[config.mk]
export PLATFORM = sky130hd
export DESIGN_NAME = axi_pmu_slave_flat
export DESIGN_NICKNAME = d
export VERILOG_FILES = /design/src/rtl/axi_pmu_slave_if.sv /design/src/rtl/axi_pmu_slave.sv /design/src/flat_wrapper.sv
export SDC_FILE = /design/constraint.sdc
export NUM_CORES = 1
export LEC_CHECK = 0
export ABC_CLOCK_PERIOD_IN_PS = 6520
export CAP_MARGIN = 20
export CELL_PAD_IN_SITES_DETAIL_PLACEMENT = 1
export CELL_PAD_IN_SITES_GLOBAL_PLACEMENT = 2
export CORE_AREA = 2 2 175 177
export CTS_CLUSTER_SIZE = 20
export DETAILED_ROUTE_END_ITERATION = 8
export DIE_AREA = 0 0 177 179
export DONT_BUFFER_PORTS = 1
export PLACE_DENSITY = 0.63
export SETUP_SLACK_MARGIN = 0.4
export SYNTH_ARGS = -nofsm -noshare
export SYNTH_HDL_FRONTEND = slang
export SYNTH_SLANG_ARGS = --single-unit
[constraint.sdc]
create_clock -name clk -period 6.52 [get_ports clk]
set_input_delay 0.652 -clock clk [delete_from_list [all_inputs] [get_ports clk]]
set_output_delay 0.652 -clock clk [all_outputs]
set_load 0.01 [all_outputs]
[src/rtl/axi_pmu_slave_if.sv]
// AXI4-Lite bundle between the NoC bridge (master) and the PMU slave.
`timescale 1ns/1ps
interface axi_pmu_slave_if #(
  parameter int COUNTER_DATA_WIDTH = 64,
  parameter int AXI_ADDR_WIDTH     = 64
);
  logic [AXI_ADDR_WIDTH-1:0]         S_AXI_AWADDR;
  logic [2:0]                        S_AXI_AWPROT;
  logic                              S_AXI_AWVALID;
  logic                              S_AXI_AWREADY;
  logic [COUNTER_DATA_WIDTH-1:0]     S_AXI_WDATA;
  logic [COUNTER_DATA_WIDTH/8-1:0]   S_AXI_WSTRB;
  logic                              S_AXI_WVALID;
  logic                              S_AXI_WREADY;
  logic [1:0]                        S_AXI_BRESP;
  logic                              S_AXI_BVALID;
  logic                              S_AXI_BREADY;
  logic [AXI_ADDR_WIDTH-1:0]         S_AXI_ARADDR;
  logic [2:0]                        S_AXI_ARPROT;
  logic                              S_AXI_ARVALID;
  logic                              S_AXI_ARREADY;
  logic [COUNTER_DATA_WIDTH-1:0]     S_AXI_RDATA;
  logic [1:0]                        S_AXI_RRESP;
  logic                              S_AXI_RVALID;
  logic                              S_AXI_RREADY;

  modport master (
    output S_AXI_AWADDR, S_AXI_AWPROT, S_AXI_AWVALID,
    input  S_AXI_AWREADY,
    output S_AXI_WDATA, S_AXI_WSTRB, S_AXI_WVALID,
    input  S_AXI_WREADY,
    input  S_AXI_BRESP, S_AXI_BVALID,
    output S_AXI_BREADY,
    output S_AXI_ARADDR, S_AXI_ARPROT, S_AXI_ARVALID,
    input  S_AXI_ARREADY,
    input  S_AXI_RDATA, S_AXI_RRESP, S_AXI_RVALID,
    output S_AXI_RREADY
  );

  modport slave (
    input  S_AXI_AWADDR, S_AXI_AWPROT, S_AXI_AWVALID,
    output S_AXI_AWREADY,
    input  S_AXI_WDATA, S_AXI_WSTRB, S_AXI_WVALID,
    output S_AXI_WREADY,
    output S_AXI_BRESP, S_AXI_BVALID,
    input  S_AXI_BREADY,
    input  S_AXI_ARADDR, S_AXI_ARPROT, S_AXI_ARVALID,
    output S_AXI_ARREADY,
    output S_AXI_RDATA, S_AXI_RRESP, S_AXI_RVALID,
    input  S_AXI_RREADY
  );
endinterface

[src/rtl/axi_pmu_slave.sv]
// AXI4-Lite slave that converts each read/write into a 4-phase req/ack
// transfer towards the PMU counter bank. The bank acknowledges from its own
// clock domain, so both acknowledges are double-flopped before use. Only one
// transaction is open at a time; the bus is simply back-pressured meanwhile.
`timescale 1ns/1ps
module axi_pmu_slave #(
  parameter int COUNTER_DATA_WIDTH    = 64,
  parameter int COUNTER_ADDRESS_WIDTH = 16,
  parameter int AXI_ADDR_WIDTH        = 64
) (
  input  logic                             clk,
  input  logic                             rst,
  axi_pmu_slave_if.slave                   s_axi,
  output logic                             counter_read_enable,
  input  logic                             counter_read_valid,
  output logic [COUNTER_ADDRESS_WIDTH-1:0] counter_read_address,
  input  logic [COUNTER_DATA_WIDTH-1:0]    counter_read_data,
  output logic                             counter_write_enable,
  input  logic                             counter_write_valid,
  output logic [COUNTER_ADDRESS_WIDTH-1:0] counter_write_address,
  output logic [COUNTER_DATA_WIDTH-1:0]    counter_write_data
);

  localparam logic [2:0] IDLE    = 3'd0;
  localparam logic [2:0] WR_REQ  = 3'd1;
  localparam logic [2:0] WR_REL  = 3'd2;
  localparam logic [2:0] WR_RESP = 3'd3;
  localparam logic [2:0] RD_REQ  = 3'd4;
  localparam logic [2:0] RD_REL  = 3'd5;
  localparam logic [2:0] RD_RESP = 3'd6;

  logic [2:0]                       state_q, state_d;
  logic                             awHeld_q, awHeld_d;
  logic                             wHeld_q, wHeld_d;
  logic [COUNTER_ADDRESS_WIDTH-1:0] wrAddr_q, wrAddr_d;
  logic [COUNTER_DATA_WIDTH-1:0]    wrData_q, wrData_d;
  logic [COUNTER_ADDRESS_WIDTH-1:0] rdAddr_q, rdAddr_d;
  logic [COUNTER_DATA_WIDTH-1:0]    rdData_q, rdData_d;
  logic                             wrEn_q, wrEn_d;
  logic                             rdEn_q, rdEn_d;
  logic                             bValid_q, bValid_d;
  logic                             rValid_q, rValid_d;
  logic [1:0]                       wrAckSync_q;
  logic [1:0]                       rdAckSync_q;

  logic wrAck;
  logic rdAck;
  logic idle;
  logic awReady;
  logic wReady;
  logic arReady;
  logic awHs;
  logic wHs;
  logic arHs;
  logic unusedInputs;

  // Protection bits, strobes and upper address bits carry no meaning for
  // the counter bank; every write is a full word.
  assign unusedInputs = ^{s_axi.S_AXI_AWPROT, s_axi.S_AXI_ARPROT, s_axi.S_AXI_WSTRB,
                          s_axi.S_AXI_AWADDR, s_axi.S_AXI_ARADDR};

  assign wrAck = wrAckSync_q[1];
  assign rdAck = rdAckSync_q[1];
  assign idle  = (state_q == IDLE);

  // Ready is only offered from IDLE and never while reset is asserted.
  // A read is held off whenever any part of a write is pending or offered,
  // which gives writes priority when both arrive together.
  assign awReady = idle && !awHeld_q && !rst;
  assign wReady  = idle && !wHeld_q && !rst;
  assign arReady = idle && !awHeld_q && !wHeld_q && !s_axi.S_AXI_AWVALID &&
                   !s_axi.S_AXI_WVALID && !rst;

  assign awHs = awReady && s_axi.S_AXI_AWVALID;
  assign wHs  = wReady && s_axi.S_AXI_WVALID;
  assign arHs = arReady && s_axi.S_AXI_ARVALID;

  assign s_axi.S_AXI_AWREADY = awReady;
  assign s_axi.S_AXI_WREADY  = wReady;
  assign s_axi.S_AXI_ARREADY = arReady;
  assign s_axi.S_AXI_BVALID  = bValid_q;
  assign s_axi.S_AXI_BRESP   = 2'b00;
  assign s_axi.S_AXI_RVALID  = rValid_q;
  assign s_axi.S_AXI_RRESP   = 2'b00;
  assign s_axi.S_AXI_RDATA   = rdData_q;

  assign counter_write_enable  = wrEn_q;
  assign counter_write_address = wrAddr_q;
  assign counter_write_data    = wrData_q;
  assign counter_read_enable   = rdEn_q;
  assign counter_read_address  = rdAddr_q;

  // Next-state logic: capture AW/W in any order, run the 4-phase handshake,
  // then hold the AXI response until the master accepts it.
  always_comb begin
    state_d  = state_q;
    awHeld_d = awHeld_q;
    wHeld_d  = wHeld_q;
    wrAddr_d = wrAddr_q;
    wrData_d = wrData_q;
    rdAddr_d = rdAddr_q;
    rdData_d = rdData_q;
    wrEn_d   = wrEn_q;
    rdEn_d   = rdEn_q;
    bValid_d = bValid_q;
    rValid_d = rValid_q;

    case (state_q)
      IDLE: begin
        if (awHs) begin
          awHeld_d = 1'b1;
          wrAddr_d = s_axi.S_AXI_AWADDR[COUNTER_ADDRESS_WIDTH-1:0];
        end
        if (wHs) begin
          wHeld_d  = 1'b1;
          wrData_d = s_axi.S_AXI_WDATA;
        end
        if ((awHeld_q || awHs) && (wHeld_q || wHs)) begin
          state_d = WR_REQ;
          wrEn_d  = 1'b1;
        end else if (arHs) begin
          rdAddr_d = s_axi.S_AXI_ARADDR[COUNTER_ADDRESS_WIDTH-1:0];
          state_d  = RD_REQ;
          rdEn_d   = 1'b1;
        end
      end
      WR_REQ: begin
        if (wrAck) begin
          wrEn_d  = 1'b0;
          state_d = WR_REL;
        end
      end
      WR_REL: begin
        if (!wrAck) begin
          bValid_d = 1'b1;
          state_d  = WR_RESP;
        end
      end
      WR_RESP: begin
        if (s_axi.S_AXI_BREADY) begin
          bValid_d = 1'b0;
          awHeld_d = 1'b0;
          wHeld_d  = 1'b0;
          state_d  = IDLE;
        end
      end
      RD_REQ: begin
        if (rdAck) begin
          rdData_d = counter_read_data;
          rdEn_d   = 1'b0;
          state_d  = RD_REL;
        end
      end
      RD_REL: begin
        if (!rdAck) begin
          rValid_d = 1'b1;
          state_d  = RD_RESP;
        end
      end
      RD_RESP: begin
        if (s_axi.S_AXI_RREADY) begin
          rValid_d = 1'b0;
          state_d  = IDLE;
        end
      end
      default: begin
        state_d  = IDLE;
        awHeld_d = 1'b0;
        wHeld_d  = 1'b0;
        wrEn_d   = 1'b0;
        rdEn_d   = 1'b0;
        bValid_d = 1'b0;
        rValid_d = 1'b0;
      end
    endcase
  end

  // State registers; reset drops any open transaction immediately.
  always_ff @(posedge clk or posedge rst) begin
    if (rst) begin
      state_q  <= IDLE;
      awHeld_q <= 1'b0;
      wHeld_q  <= 1'b0;
      wrAddr_q <= '0;
      wrData_q <= '0;
      rdAddr_q <= '0;
      rdData_q <= '0;
      wrEn_q   <= 1'b0;
      rdEn_q   <= 1'b0;
      bValid_q <= 1'b0;
      rValid_q <= 1'b0;
    end else begin
      state_q  <= state_d;
      awHeld_q <= awHeld_d;
      wHeld_q  <= wHeld_d;
      wrAddr_q <= wrAddr_d;
      wrData_q <= wrData_d;
      rdAddr_q <= rdAddr_d;
      rdData_q <= rdData_d;
      wrEn_q   <= wrEn_d;
      rdEn_q   <= rdEn_d;
      bValid_q <= bValid_d;
      rValid_q <= rValid_d;
    end
  end

  // Two-flop synchronisers for the acknowledges coming from the counter clock.
  always_ff @(posedge clk or posedge rst) begin
    if (rst) begin
      wrAckSync_q <= 2'b00;
      rdAckSync_q <= 2'b00;
    end else begin
      wrAckSync_q <= {wrAckSync_q[0], counter_write_valid};
      rdAckSync_q <= {rdAckSync_q[0], counter_read_valid};
    end
  end

endmodule

[src/flat_wrapper.sv]
// flat-port wrapper written by rule: the top's interface ports become plain ports
module axi_pmu_slave_flat 
#(
  parameter int COUNTER_DATA_WIDTH    = 64,
  parameter int COUNTER_ADDRESS_WIDTH = 16,
  parameter int AXI_ADDR_WIDTH        = 64
)
  (clk, rst, counter_read_enable, counter_read_valid, counter_read_address, counter_read_data, counter_write_enable, counter_write_valid, counter_write_address, counter_write_data, s_axi_S_AXI_AWADDR, s_axi_S_AXI_AWPROT, s_axi_S_AXI_AWVALID, s_axi_S_AXI_AWREADY, s_axi_S_AXI_WDATA, s_axi_S_AXI_WSTRB, s_axi_S_AXI_WVALID, s_axi_S_AXI_WREADY, s_axi_S_AXI_BRESP, s_axi_S_AXI_BVALID, s_axi_S_AXI_BREADY, s_axi_S_AXI_ARADDR, s_axi_S_AXI_ARPROT, s_axi_S_AXI_ARVALID, s_axi_S_AXI_ARREADY, s_axi_S_AXI_RDATA, s_axi_S_AXI_RRESP, s_axi_S_AXI_RVALID, s_axi_S_AXI_RREADY);
  axi_pmu_slave_if #(.COUNTER_DATA_WIDTH(COUNTER_DATA_WIDTH), .AXI_ADDR_WIDTH(AXI_ADDR_WIDTH)) s_axi_i ();
  input  logic clk;
  input  logic rst;
  output logic counter_read_enable;
  input  logic counter_read_valid;
  output logic [COUNTER_ADDRESS_WIDTH-1:0] counter_read_address;
  input  logic [COUNTER_DATA_WIDTH-1:0] counter_read_data;
  output logic counter_write_enable;
  input  logic counter_write_valid;
  output logic [COUNTER_ADDRESS_WIDTH-1:0] counter_write_address;
  output logic [COUNTER_DATA_WIDTH-1:0] counter_write_data;
  input wire logic [$bits(s_axi_i.S_AXI_AWADDR)-1:0] s_axi_S_AXI_AWADDR;
  input wire logic [$bits(s_axi_i.S_AXI_AWPROT)-1:0] s_axi_S_AXI_AWPROT;
  input wire logic [$bits(s_axi_i.S_AXI_AWVALID)-1:0] s_axi_S_AXI_AWVALID;
  output wire logic [$bits(s_axi_i.S_AXI_AWREADY)-1:0] s_axi_S_AXI_AWREADY;
  input wire logic [$bits(s_axi_i.S_AXI_WDATA)-1:0] s_axi_S_AXI_WDATA;
  input wire logic [$bits(s_axi_i.S_AXI_WSTRB)-1:0] s_axi_S_AXI_WSTRB;
  input wire logic [$bits(s_axi_i.S_AXI_WVALID)-1:0] s_axi_S_AXI_WVALID;
  output wire logic [$bits(s_axi_i.S_AXI_WREADY)-1:0] s_axi_S_AXI_WREADY;
  output wire logic [$bits(s_axi_i.S_AXI_BRESP)-1:0] s_axi_S_AXI_BRESP;
  output wire logic [$bits(s_axi_i.S_AXI_BVALID)-1:0] s_axi_S_AXI_BVALID;
  input wire logic [$bits(s_axi_i.S_AXI_BREADY)-1:0] s_axi_S_AXI_BREADY;
  input wire logic [$bits(s_axi_i.S_AXI_ARADDR)-1:0] s_axi_S_AXI_ARADDR;
  input wire logic [$bits(s_axi_i.S_AXI_ARPROT)-1:0] s_axi_S_AXI_ARPROT;
  input wire logic [$bits(s_axi_i.S_AXI_ARVALID)-1:0] s_axi_S_AXI_ARVALID;
  output wire logic [$bits(s_axi_i.S_AXI_ARREADY)-1:0] s_axi_S_AXI_ARREADY;
  output wire logic [$bits(s_axi_i.S_AXI_RDATA)-1:0] s_axi_S_AXI_RDATA;
  output wire logic [$bits(s_axi_i.S_AXI_RRESP)-1:0] s_axi_S_AXI_RRESP;
  output wire logic [$bits(s_axi_i.S_AXI_RVALID)-1:0] s_axi_S_AXI_RVALID;
  input wire logic [$bits(s_axi_i.S_AXI_RREADY)-1:0] s_axi_S_AXI_RREADY;
  assign s_axi_i.S_AXI_AWADDR = s_axi_S_AXI_AWADDR;
  assign s_axi_i.S_AXI_AWPROT = s_axi_S_AXI_AWPROT;
  assign s_axi_i.S_AXI_AWVALID = s_axi_S_AXI_AWVALID;
  assign s_axi_S_AXI_AWREADY = s_axi_i.S_AXI_AWREADY;
  assign s_axi_i.S_AXI_WDATA = s_axi_S_AXI_WDATA;
  assign s_axi_i.S_AXI_WSTRB = s_axi_S_AXI_WSTRB;
  assign s_axi_i.S_AXI_WVALID = s_axi_S_AXI_WVALID;
  assign s_axi_S_AXI_WREADY = s_axi_i.S_AXI_WREADY;
  assign s_axi_S_AXI_BRESP = s_axi_i.S_AXI_BRESP;
  assign s_axi_S_AXI_BVALID = s_axi_i.S_AXI_BVALID;
  assign s_axi_i.S_AXI_BREADY = s_axi_S_AXI_BREADY;
  assign s_axi_i.S_AXI_ARADDR = s_axi_S_AXI_ARADDR;
  assign s_axi_i.S_AXI_ARPROT = s_axi_S_AXI_ARPROT;
  assign s_axi_i.S_AXI_ARVALID = s_axi_S_AXI_ARVALID;
  assign s_axi_S_AXI_ARREADY = s_axi_i.S_AXI_ARREADY;
  assign s_axi_S_AXI_RDATA = s_axi_i.S_AXI_RDATA;
  assign s_axi_S_AXI_RRESP = s_axi_i.S_AXI_RRESP;
  assign s_axi_S_AXI_RVALID = s_axi_i.S_AXI_RVALID;
  assign s_axi_i.S_AXI_RREADY = s_axi_S_AXI_RREADY;
  axi_pmu_slave #(.COUNTER_DATA_WIDTH(COUNTER_DATA_WIDTH), .COUNTER_ADDRESS_WIDTH(COUNTER_ADDRESS_WIDTH), .AXI_ADDR_WIDTH(AXI_ADDR_WIDTH)) u_core (.clk(clk), .rst(rst), .s_axi(s_axi_i), .counter_read_enable(counter_read_enable), .counter_read_valid(counter_read_valid), .counter_read_address(counter_read_address), .counter_read_data(counter_read_data), .counter_write_enable(counter_write_enable), .counter_write_valid(counter_write_valid), .counter_write_address(counter_write_address), .counter_write_data(counter_write_data));
endmodule
==> results.txt <==
DRC Markers: 0
Number of core rows: 64
GR Overflow Total: 0
Core footprint: 0.0300 mm²
Fin cells: 823
Fin. Hold Viols: 0
Mapped Cells: 410
CP Capture Type: register
Die height: 179 µm
Worst Path Arrival: 3010 ps
Clk Latency, worst-skew pair: 430 ps
Dpl cells: 790
N_diodes: 0
Multi-input gate area: 0.00236 mm²
DP HPWL: 12600 µm
WP data required: 6830 ps
YS warnings: 0
EDFF count, synth: 0
GRT Total Usage: 10.3%
Share of synthesized registers carrying an async set or reset: 100%
Crit Reg-Reg Startpoint: u_core.state_q[0]
Root buf cell: clkbuf_16
CTS H-Tree Depth: 4
Antenna-violating nets left: 0
Fmax: 370 MHz
Worst slew pin tran: 951 ps
Die Wd: 177 µm
Final Total Pwr: 3930 µW
Fin nets: 693
Total CTS buffers: 17
Post-synth cell types: 33
Largest cells by area after synthesis: dfrtp_1 62%, mux2_2 14%, mux2_4 13%
I/O pin count: 450
Pins Over Slew Limit: 0
Setup bufs post-CTS: 0
Input/output buffers: 0
Effective utilization at floorplan: 23.1%
Area grow syn2layout: 14.2%
DP Area: 0.00724 mm²
TritonCTS clock tree: done
Status: completed
HP Class: in -> async
Initial antenna violation count: 0
Largest net degree at the start of global routing: 93
Mean number of vias per cell: 4.13
Avg Inst Size Synth: 16.9 µm²
RSZ-0062 raised after global routing: no
Max Buffers Root-to-Sink: 2
First-pass iteration count of the detailed router: 4
RePlAce Congestion: 0.716
Detailed Route WL: 17100 µm
First-pass GRT wire length: 24200 µm
Post-synthesis sequential area ratio: 62.5%
Maximum vdd drop: 0.152 mV
DR iter-0 viols: 77
P_leak: 0.00361 µW
Post-synth top flop: dfrtp_1
Setup violators final: 0
Synth top area share: 62.5%
CTS Sinks: 173
Max-Cap Viols: 0
Number of global-route vias before repair: 3891
Clock transition at the registers of the reported paths: 70 ps
Worst-case reg-to-reg path depth: 4
Crit path launch type: register
Critical setup path kind: reg -> reg
Post-CTS Resized: 0
Setup slack, reg-to-reg: 3810 ps
Post-Syn Area: 0.00693 mm²
Post-Route Skew: 11.3 ps
Via count: 3401
# hold bufs at CTS: 0
Slew margin rel.: 36.6%
Routed wire per std cell: 20.8 µm
Setup TNS Final: 0 ps
Worst-path fanout max: 53
Design area: 0.00791 mm²
Fillers: 3197
Min Tclk post-route: 2710 ps
Worst r2r dst: u_core.s_axi.S_AXI_RDATA[54]
Final critical-path share of the clock period: 41.5%
Hold WS: 214 ps
Seq cells post-synth: 173
Leading area contributor after synthesis: dfrtp_1
FF+latch area: 0.00433 mm²
Layout cells sized above 1: 44.5%
Die ar.: 0.0317 mm²
Pwr/cell area: 496 mW/mm²
metrics by stage:
| stage | worst slack, ps | utilization, % |
|---|---|---|
| after floorplan | 975 | - |
| after global placement | 3870 | 24.1 |
| after detailed placement | 3790 | 24.1 |
| after CTS | 3780 | 26.3 |
| after global routing | 3680 | 26.4 |
| final | 3810 | 26.4 |
cell usage in the layout (no fill, tap or decap), drive strengths merged, types with 3 or more instances in the layout:
master  Yosys  routed
mux2      160     160
nand2       8       8
nor3b       3       3
inv         7       7
clkbuf      0      22
a22oi       3       3
a21oi       4       4
bufinv      0       4
o21ai       7       7
buf        22       4
dfrtp     173     173
clkinv      0       5
conb        1       4
nor2        4       4
area by class of cell:
cell class,count,area share [%]
sequential,173,54.7
multi-input combinational,211,29.9
tap,396,6.26
clock buffer,22,6.12
clock inverter,10,2.02
timing repair buffer,4,0.632
inverter,7,0.395
critical path, cell delays in order, from the launching register on:
cell     delay (ps)
dfrtp_1         530
or3b_4          490
nor2_8          280
buf_4           790
mux2_2          420
per-layer routing:
layer	wire length [µm]	track usage [%]	vias to the layer above
li1	-	-	1432
met1	6160	11.1	1763
met2	8960	18.0	187
met3	1700	4.16	19
met4	284	4.44	0
met5	0	0	-
sequential cells by signal, indices dropped and copies added (netlist names), 2 cells and up:
register                      flops
u_core.counter_read_address      16
u_core.counter_write_address     16
u_core.counter_write_data        64
u_core.rdAckSync_q                2
u_core.s_axi.S_AXI_RDATA         64
u_core.state_q                    3
u_core.wrAckSync_q                2
logic make-up (layout without fill, tap and decap cells):
family | after synthesis | after routing | share of synthesized area (%)
buf+inv | 29 | 43 | 3.58
flops | 173 | 173 | 62.5
simple gates | 25 | 25 | 2.60
other cells | 1 | 4 | 0.0541
mux | 162 | 162 | 29.5
compound gates | 20 | 20 | 1.75
where the power goes:
| group | leakage (µW) | internal [µW] | switching [µW] |
|---|---|---|---|
| registers | 0.00217 | 1520 | 600 |
| logic | 0.00112 | 469 | 226 |
| clock network | 0.000316 | 683 | 429 |
| total | 0.00361 | 2670 | 1250 |
worst max-delay path by stage:
| stage | from | end | depth (start not counted) |
|---|---|---|---|
| floorplan | rst | s_axi_S_AXI_AWREADY | 3 |
| global placement | u_core.state_q[1] | u_core.s_axi.S_AXI_RDATA[56] | 4 |
| detailed placement | u_core.state_q[1] | u_core.s_axi.S_AXI_RDATA[54] | 4 |
| CTS | u_core.state_q[1] | u_core.s_axi.S_AXI_RDATA[54] | 4 |
| global route | u_core.state_q[0] | u_core.s_axi.S_AXI_RDATA[54] | 4 |
| finish | u_core.state_q[0] | u_core.s_axi.S_AXI_RDATA[54] | 4 |
Yosys cell counts (2+ instances only):
cell type / count
buf_4: 6
mux2_1: 12
nor3b_1: 2
buf_12: 6
a21oi_1: 4
a22oi_1: 3
and2_1: 2
mux2i_1: 2
nand2_1: 8
inv_1: 7
o21ai_0: 7
buf_2: 9
mux2_4: 60
o22ai_1: 2
dfrtp_1: 173
mux2_2: 88
nor2_1: 3
(Power assumes the default switching activity.)
